## src/rtl/idct2d_if.sv

```systemverilog
// Coefficient/step/basis read ports, sample write port and start handshake
// for the 8x8 inverse DCT block.
interface idct2d_if #(
    parameter int W  = 16,
    parameter int CW = 16
) ();
    logic                 rdy;
    logic                 en;
    logic [5:0]           iaddr;
    logic signed [W-1:0]  iq;
    logic [5:0]           maddr;
    logic signed [W-1:0]  mq;
    logic [5:0]           baddr;
    logic signed [CW-1:0] bq;
    logic [5:0]           waddr;
    logic signed [W-1:0]  wdata;
    logic                 wwren;

    modport slave (
        output rdy, iaddr, maddr, baddr, waddr, wdata, wwren,
        input  en, iq, mq, bq
    );

    modport master (
        input  rdy, iaddr, maddr, baddr, waddr, wdata, wwren,
        output en, iq, mq, bq
    );
endinterface

```

## src/rtl/idct2d.sv

```systemverilog
// Dequantizer plus separable 8x8 inverse DCT (row pass, then column pass)
// built around one shared signed multiplier and an external basis ROM.
module idct2d #(
    parameter int W    = 16,
    parameter int CW   = 16,
    parameter int FRAC = 14,
    parameter int ACCW = 36
) (
    input  logic    clk,
    input  logic    reset,
    idct2d_if.slave bus
);
    typedef enum logic [1:0] {IDLE, LOAD, ROW, COL} state_t;

    localparam logic signed [ACCW-1:0] HI =
        (ACCW'(1) <<< (W-1)) - ACCW'(1);
    localparam logic signed [ACCW-1:0] LO = ~HI;
    localparam logic signed [ACCW-1:0] HALF =
        ACCW'(1) <<< (FRAC-1);

    state_t state, state_n;
    logic [6:0] cnt;
    logic [3:0] k;
    logic [5:0] e;

    logic signed [W-1:0] a_buf [64];
    logic signed [W-1:0] t_buf [64];
    logic signed [W-1:0] opa, op_sel, mul_a, rnd_v;
    logic signed [CW-1:0] mul_b;
    logic signed [W+CW-1:0] prod;
    logic signed [ACCW-1:0] prod_x, acc;
    logic mac, issue, slot_end;
    logic [2:0] bsel;
    logic wwren_q;
    logic [5:0] waddr_q;
    logic signed [W-1:0] wdata_q;

    function automatic logic signed [W-1:0] sat(
        input logic signed [ACCW-1:0] x
    );
        logic signed [W-1:0] r;
        r = x[W-1:0];
        if (x > HI)
            r = HI[W-1:0];
        else if (x < LO)
            r = LO[W-1:0];
        return r;
    endfunction

    always_ff @(posedge clk or posedge reset) begin
        if (reset)
            state <= IDLE;
        else
            state <= state_n;
    end

    always_comb begin
        state_n = state;
        unique case (state)
            IDLE: if (bus.en) state_n = LOAD;
            LOAD: if (cnt == 7'd64) state_n = ROW;
            ROW:  if (slot_end && e == 6'd63) state_n = COL;
            COL:  if (slot_end && e == 6'd63) state_n = IDLE;
            default: state_n = IDLE;
        endcase
    end

    always_comb begin
        mac      = (state == ROW) || (state == COL);
        issue    = mac && !k[3];
        slot_end = mac && (k == 4'd9);
        bsel     = (state == ROW) ? e[2:0] : e[5:3];
        op_sel   = (state == ROW) ? a_buf[{e[5:3], k[2:0]}]
                                  : t_buf[{k[2:0], e[2:0]}];
        mul_a    = (state == LOAD) ? bus.iq : opa;
        mul_b    = (state == LOAD) ? CW'(bus.mq) : bus.bq;
    end

    assign prod   = mul_a * mul_b;
    assign prod_x = ACCW'(prod);
    assign rnd_v  = sat((acc + HALF) >>> FRAC);

    // e wraps 63 -> 0 at the ROW/COL boundary, so COL restarts at element 0
    always_ff @(posedge clk or posedge reset) begin
        if (reset) begin
            cnt <= '0;
            k   <= '0;
            e   <= '0;
        end else begin
            cnt <= (state == LOAD) ? cnt + 7'd1 : 7'd0;
            if (mac) begin
                k <= (k == 4'd9) ? 4'd0 : k + 4'd1;
                if (k == 4'd9)
                    e <= e + 6'd1;
            end else begin
                k <= '0;
                e <= '0;
            end
        end
    end

    // slot: k=0..7 issue, operand/ROM data land one cycle later, k=9 rounds
    always_ff @(posedge clk or posedge reset) begin
        if (reset) begin
            opa     <= '0;
            acc     <= '0;
            wwren_q <= 1'b0;
            waddr_q <= '0;
            wdata_q <= '0;
        end else begin
            wwren_q <= 1'b0;
            if (issue)
                opa <= op_sel;
            if (mac && k == 4'd1)
                acc <= prod_x;
            else if (mac && k >= 4'd2 && k <= 4'd8)
                acc <= acc + prod_x;
            if (state == COL && slot_end) begin
                wwren_q <= 1'b1;
                waddr_q <= e;
                wdata_q <= rnd_v;
            end
        end
    end

    always_ff @(posedge clk) begin
        if (state == LOAD && cnt != 7'd0)
            a_buf[6'(cnt - 7'd1)] <= sat(prod_x);
        if (state == ROW && slot_end)
            t_buf[e] <= rnd_v;
    end

    assign bus.rdy   = (state == IDLE);
    assign bus.iaddr = (state == LOAD) ? cnt[5:0] : 6'd0;
    assign bus.maddr = bus.iaddr;
    assign bus.baddr = issue ? {k[2:0], bsel} : 6'd0;
    assign bus.wwren = wwren_q;
    assign bus.waddr = wwren_q ? waddr_q : 6'd0;
    assign bus.wdata = wdata_q;
endmodule
```

## src/flat_wrapper.sv

```systemverilog
// flat-port wrapper written by rule: the top's interface ports become plain ports
module idct2d_flat 
#(
    parameter int W    = 16,
    parameter int CW   = 16,
    parameter int FRAC = 14,
    parameter int ACCW = 36
)
  (clk, reset, bus_rdy, bus_iaddr, bus_maddr, bus_baddr, bus_waddr, bus_wdata, bus_wwren, bus_en, bus_iq, bus_mq, bus_bq);
  idct2d_if #(.W(W), .CW(CW)) bus_i ();
  input  logic clk;
  input  logic reset;
  output wire logic [$bits(bus_i.rdy)-1:0] bus_rdy;
  output wire logic [$bits(bus_i.iaddr)-1:0] bus_iaddr;
  output wire logic [$bits(bus_i.maddr)-1:0] bus_maddr;
  output wire logic [$bits(bus_i.baddr)-1:0] bus_baddr;
  output wire logic [$bits(bus_i.waddr)-1:0] bus_waddr;
  output wire logic [$bits(bus_i.wdata)-1:0] bus_wdata;
  output wire logic [$bits(bus_i.wwren)-1:0] bus_wwren;
  input wire logic [$bits(bus_i.en)-1:0] bus_en;
  input wire logic [$bits(bus_i.iq)-1:0] bus_iq;
  input wire logic [$bits(bus_i.mq)-1:0] bus_mq;
  input wire logic [$bits(bus_i.bq)-1:0] bus_bq;
  assign bus_rdy = bus_i.rdy;
  assign bus_iaddr = bus_i.iaddr;
  assign bus_maddr = bus_i.maddr;
  assign bus_baddr = bus_i.baddr;
  assign bus_waddr = bus_i.waddr;
  assign bus_wdata = bus_i.wdata;
  assign bus_wwren = bus_i.wwren;
  assign bus_i.en = bus_en;
  assign bus_i.iq = bus_iq;
  assign bus_i.mq = bus_mq;
  assign bus_i.bq = bus_bq;
  idct2d #(.W(W), .CW(CW), .FRAC(FRAC), .ACCW(ACCW)) u_core (.clk(clk), .reset(reset), .bus(bus_i));
endmodule
```

## config.mk

```make
export PLATFORM = sky130hd
export DESIGN_NAME = idct2d_flat
export DESIGN_NICKNAME = d
export VERILOG_FILES = /design/src/rtl/idct2d_if.sv /design/src/rtl/idct2d.sv /design/src/flat_wrapper.sv
export SDC_FILE = /design/constraint.sdc
export NUM_CORES = 2
export LEC_CHECK = 0
export ABC_CLOCK_PERIOD_IN_PS = 10520
export BUFFER_PORTS_ARGS = -buffer_cell sky130_fd_sc_hd__buf_2
export CAP_MARGIN = 10
export CORE_UTILIZATION = 55
export DETAILED_ROUTE_END_ITERATION = 16
export MAX_ROUTING_LAYER = met4
export PLACE_DENSITY_LB_ADDON = 0.12
export SYNTH_ARGS = -nofsm -noshare
export SYNTH_HDL_FRONTEND = slang
export SYNTH_SLANG_ARGS = --single-unit
```

## constraint.sdc

```tcl
create_clock -name clk -period 10.52 [get_ports clk]
set_input_delay 2.104 -clock clk [delete_from_list [all_inputs] [get_ports clk]]
set_output_delay 2.104 -clock clk [all_outputs]
set_load 0.02 [all_outputs]
```

==> load_flow_metrics.sql <==
INSERT INTO impl_metrics (metric_group, metric, value, unit) VALUES
('outcome', 'run_status', 'complete, no violations', ''),
('worst_setup_path', 'critical_path.n_buffers_inverters', '6', ''),
('drt', 'final_routed_wirelength_across_all_metal_layers', '247000', 'um'),
('finish', 'filler_cell_count', '12000', ''),
('finish', 'fin_area', '105000', 'sq um'),
('sta', 'final-setup-viol-count', '0', ''),
('worst_setup_path', 'crit_top_cell', 'sky130_fd_sc_hd__fa_1', ''),
('sta', 'skew', '32.7', 'ps'),
('finish', 'post_route_cells_drive_above_1_share', '0.189', ''),
('clock_network', 'clock_tree.htree_level_count', '4', ''),
('die', 'dieArea', '172000', 'sq um'),
('clock_network', 'worst_skew_pair.late_latency', '850', 'ps'),
('place', 'io_buffers', '92', ''),
('sta', 'worstMarginPinSlew', '1390', 'ps'),
('drt', 'drt-initial-drc-count', '6179', ''),
('finish', 'layout.cells.non_filler', '8201', ''),
('drt', 'firstDrtPassIters', '5', ''),
('yosys', 'synth_top_cells_by_area', 'sky130_fd_sc_hd__edfxtp_1 (66%), sky130_fd_sc_hd__mux4_2 (7.7%), sky130_fd_sc_hd__fa_1 (5.6%)', ''),
('finish', 'area_delta_synth_final', '12.1', '%'),
('sta', 'hold_viol', '0', ''),
('sta', 'achievable-frequency', '102', 'MHz'),
('sta', 'post-route-min-period', '9800', 'ps'),
('worst_setup_path', 'startpoint_type', 'input pin', ''),
('place', 'place_area', '98100', 'sq um'),
('die', 'floorplan.die.width', '414', 'um'),
('sta', 'totalNegativeSetupSlack', '0', 'ps'),
('yosys', 'ys_top_cells_by_count', 'sky130_fd_sc_hd__edfxtp_1 (2048), sky130_fd_sc_hd__a22oi_1 (398), sky130_fd_sc_hd__nor2_1 (365), sky130_fd_sc_hd__inv_1 (341), sky130_fd_sc_hd__mux4_2 (318)', ''),
('die', 'row_count', '150', ''),
('place', 'post-place-cells', '7814', ''),
('worst_setup_path', 'critPathArrivalTime', '10520', 'ps'),
('yosys', 'syn_nets', '6017', ''),
('clock_network', 'clock-sinks', '2142', ''),
('worst_setup_path', 'critPathSlowestCell', 'sky130_fd_sc_hd__fa_1', ''),
('die', 'die_h', '414', 'um'),
('sta', 'slew_violations', '0', ''),
('worst_setup_path', 'worstPathMaxFanout', '6', ''),
('worst_setup_path', 'timing.critical_path.slowest_cell_delay', '550', 'ps'),
('die', 'ios', '93', ''),
('die', 'core_area', '168000', 'sq um'),
('yosys', 'postSynth.topFlopCell', 'sky130_fd_sc_hd__edfxtp_1', ''),
('worst_setup_path', 'setup.worst_path.end_class', 'flop', ''),
('global_route', 'globalRoute.totalOverflow', '0', ''),
('yosys', 'synth_seq_area_share', '0.683', ''),
('clock_network', 'root_buffer', 'sky130_fd_sc_hd__clkbuf_16', ''),
('drt', 'wl_per_cell', '30.1', 'um'),
('yosys', 'synth.cell_area', '93500', 'sq um'),
('global_route', 'grt_pass1_vias', '51500', ''),
('drt', 'viasPerCell', '6.41', ''),
('yosys', 'synth-edff-count', '2048', ''),
('clock_network', 'cts-buffers-inserted', '209', ''),
('drt', 'vias', '52500', ''),
('worst_setup_path', 'worstSetupPathType', 'in -> reg', ''),
('sta', 'rsz0062_at_grt', 'no', ''),
('yosys', 'cell_taking_the_most_area_after_synthesis', 'sky130_fd_sc_hd__edfxtp_1', ''),
('global_route', 'largest_net_degree_at_the_start_of_global_routing', '130', ''),
('worst_setup_path', 'critical_path_required', '11240', 'ps'),
('place', 'final_weighted_congestion_of_routability_driven_global_placement', '0.912', ''),
('global_route', 'gr-usage-all-layers', '0.296', ''),
('sta', 'max_slew_margin', '0.0664', ''),
('finish', 'multi_input_comb_area', '27800', 'sq um'),
('place', 'post-dp-hpwl', '147000', 'um'),
('clock_network', 'clock_tree_from_tritoncts', 'built', ''),
('drt', 'detailed_route_drc_error_count', '0', ''),
('yosys', 'post-synth-top-area-fraction', '0.658', ''),
('yosys', 'yosys_warns', '0', ''),
('die', 'floorplan.initialDensity', '0.556', ''),
('finish', 'sequential_cell_area', '63900', 'sq um'),
('min_path', 'worst_hold_path_type', 'reg -> reg', ''),
('drt', 'postRouteAntennaNets', '0', ''),
('worst_setup_path', 'critical-path-top-delay-family', 'adder cells', ''),
('global_route', 'antenna_found_initial', '3', '');
final timing paths:
check / start / end / slack (ps) / cells after the start
worst max-delay path: bus_iq[5] / u_core.acc[34]$_DFFE_PP0P_ / 720 / 31
worst min-delay path: u_core.acc[2]$_DFFE_PP0P_ / u_core.acc[2]$_DFFE_PP0P_ / 500 / 2
worst max register to register: u_core.state[1]$_DFFE_PP0P_ / u_core.acc[34]$_DFFE_PP0P_ / 740 / 35
worst min register to register: u_core.acc[2]$_DFFE_PP0P_ / u_core.acc[2]$_DFFE_PP0P_ / 500 / 2
max in group asynchronous: reset / u_core.bus.wdata[8]$_DFFE_PP0P_ / 7860 / 3
min in group asynchronous: reset / u_core.waddr_q[1]$_DFFE_PP0P_ / 1270 / 2
worst min-delay path, delay by kind of cell (launching register included):
kind	cells	cell delay [ps]
and+or+nand+nor	1	50
DFF	1	350
AOI/OAI and AO/OA	1	60
registers in the layout, indices dropped and copies added, names as in the netlist:
name and count:
u_core.t_buf 1024, u_core.e 6, u_core.state 2, u_core.opa 16, u_core.cnt 7, u_core.waddr_q 6
u_core.a_buf 1024, u_core.acc 36, u_core.k 4, u_core.bus.wdata 16, u_core.bus.wwren 1
layout make-up:
type | instances | share of cell area
sequential | 2142 | 0.610
tap | 2204 | 0.0263
timing repair buffer | 327 | 0.0229
inverter | 343 | 0.0124
multi-input combinational | 2799 | 0.265
clock buffer | 271 | 0.0528
clock inverter | 115 | 0.0106
cell usage in the layout (no fill, tap or decap), types with 18 or more instances in the layout:
cell type / Yosys / final
sky130_fd_sc_hd__a31oi_1: 54 / 53
sky130_fd_sc_hd__ha_1: 126 / 124
sky130_fd_sc_hd__a21o_1: 23 / 23
sky130_fd_sc_hd__nand3_1: 28 / 28
sky130_fd_sc_hd__clkinv_2: 0 / 27
sky130_fd_sc_hd__nand4_1: 110 / 110
sky130_fd_sc_hd__o21ai_4: 0 / 18
sky130_fd_sc_hd__buf_4: 8 / 221
sky130_fd_sc_hd__nand2_1: 242 / 242
sky130_fd_sc_hd__xor2_1: 35 / 35
sky130_fd_sc_hd__mux4_2: 318 / 318
sky130_fd_sc_hd__nor3_1: 20 / 19
sky130_fd_sc_hd__fa_1: 263 / 263
sky130_fd_sc_hd__and2_1: 28 / 28
sky130_fd_sc_hd__o22ai_1: 19 / 19
sky130_fd_sc_hd__buf_2: 56 / 92
sky130_fd_sc_hd__mux2_2: 50 / 50
sky130_fd_sc_hd__a22o_1: 65 / 65
sky130_fd_sc_hd__a221oi_1: 69 / 69
sky130_fd_sc_hd__xnor2_1: 52 / 51
sky130_fd_sc_hd__nor2_1: 365 / 282
sky130_fd_sc_hd__dfrtp_1: 94 / 90
sky130_fd_sc_hd__a22oi_1: 398 / 398
sky130_fd_sc_hd__inv_1: 341 / 337
sky130_fd_sc_hd__clkinv_1: 1 / 51
sky130_fd_sc_hd__mux2i_1: 80 / 80
sky130_fd_sc_hd__edfxtp_1: 2048 / 2048
sky130_fd_sc_hd__nor2_2: 0 / 82
sky130_fd_sc_hd__clkbuf_16: 0 / 210
sky130_fd_sc_hd__o21ai_0: 131 / 121
sky130_fd_sc_hd__nand2b_1: 19 / 19
sky130_fd_sc_hd__a21oi_1: 140 / 125
sky130_fd_sc_hd__clkbuf_1: 167 / 56
metal layers:
layer	routed length (um)	global-route usage	part of all wire
met3	20700	0.0478	0.084
met1	100000	0.415	0.41
met4	6610	0.0828	0.027
met2	119000	0.456	0.48
met5	0	-	0
cells by family (layout without fill, tap and decap cells):
logic type,after synthesis,after routing,synth area share
AOI/OAI and AO/OA,1005,1005,0.0755
xor gates and xnor gates,88,88,0.00833
adders and majority gates,389,389,0.0732
buffers and inverters,636,1056,0.0268
DFF,2142,2142,0.683
muxes,448,448,0.0912
and+or+nand+nor,869,869,0.0418
metrics by stage:
step            util  worst slack, ps  hold WS [ps]
2_1_floorplan      -             -317           442
3_3_place_gp   0.584             57.5           473
5_1_grt        0.624              132           521
4_1_cts        0.623              564           501
6_report       0.624              718           496
3_5_place_dp   0.584            -8.07           485
what timing repair did:
item | in CTS | in global routing
buffers inserted | 0 | 1
hold buffers | 0 | 0
endpoints found under the setup margin | 0 | 4
gates resized for setup | 0 | 1
Power is left out: the tool's default activity adds up to more than one toggle a clock period on the data nets, which glitch-free logic cannot reach.
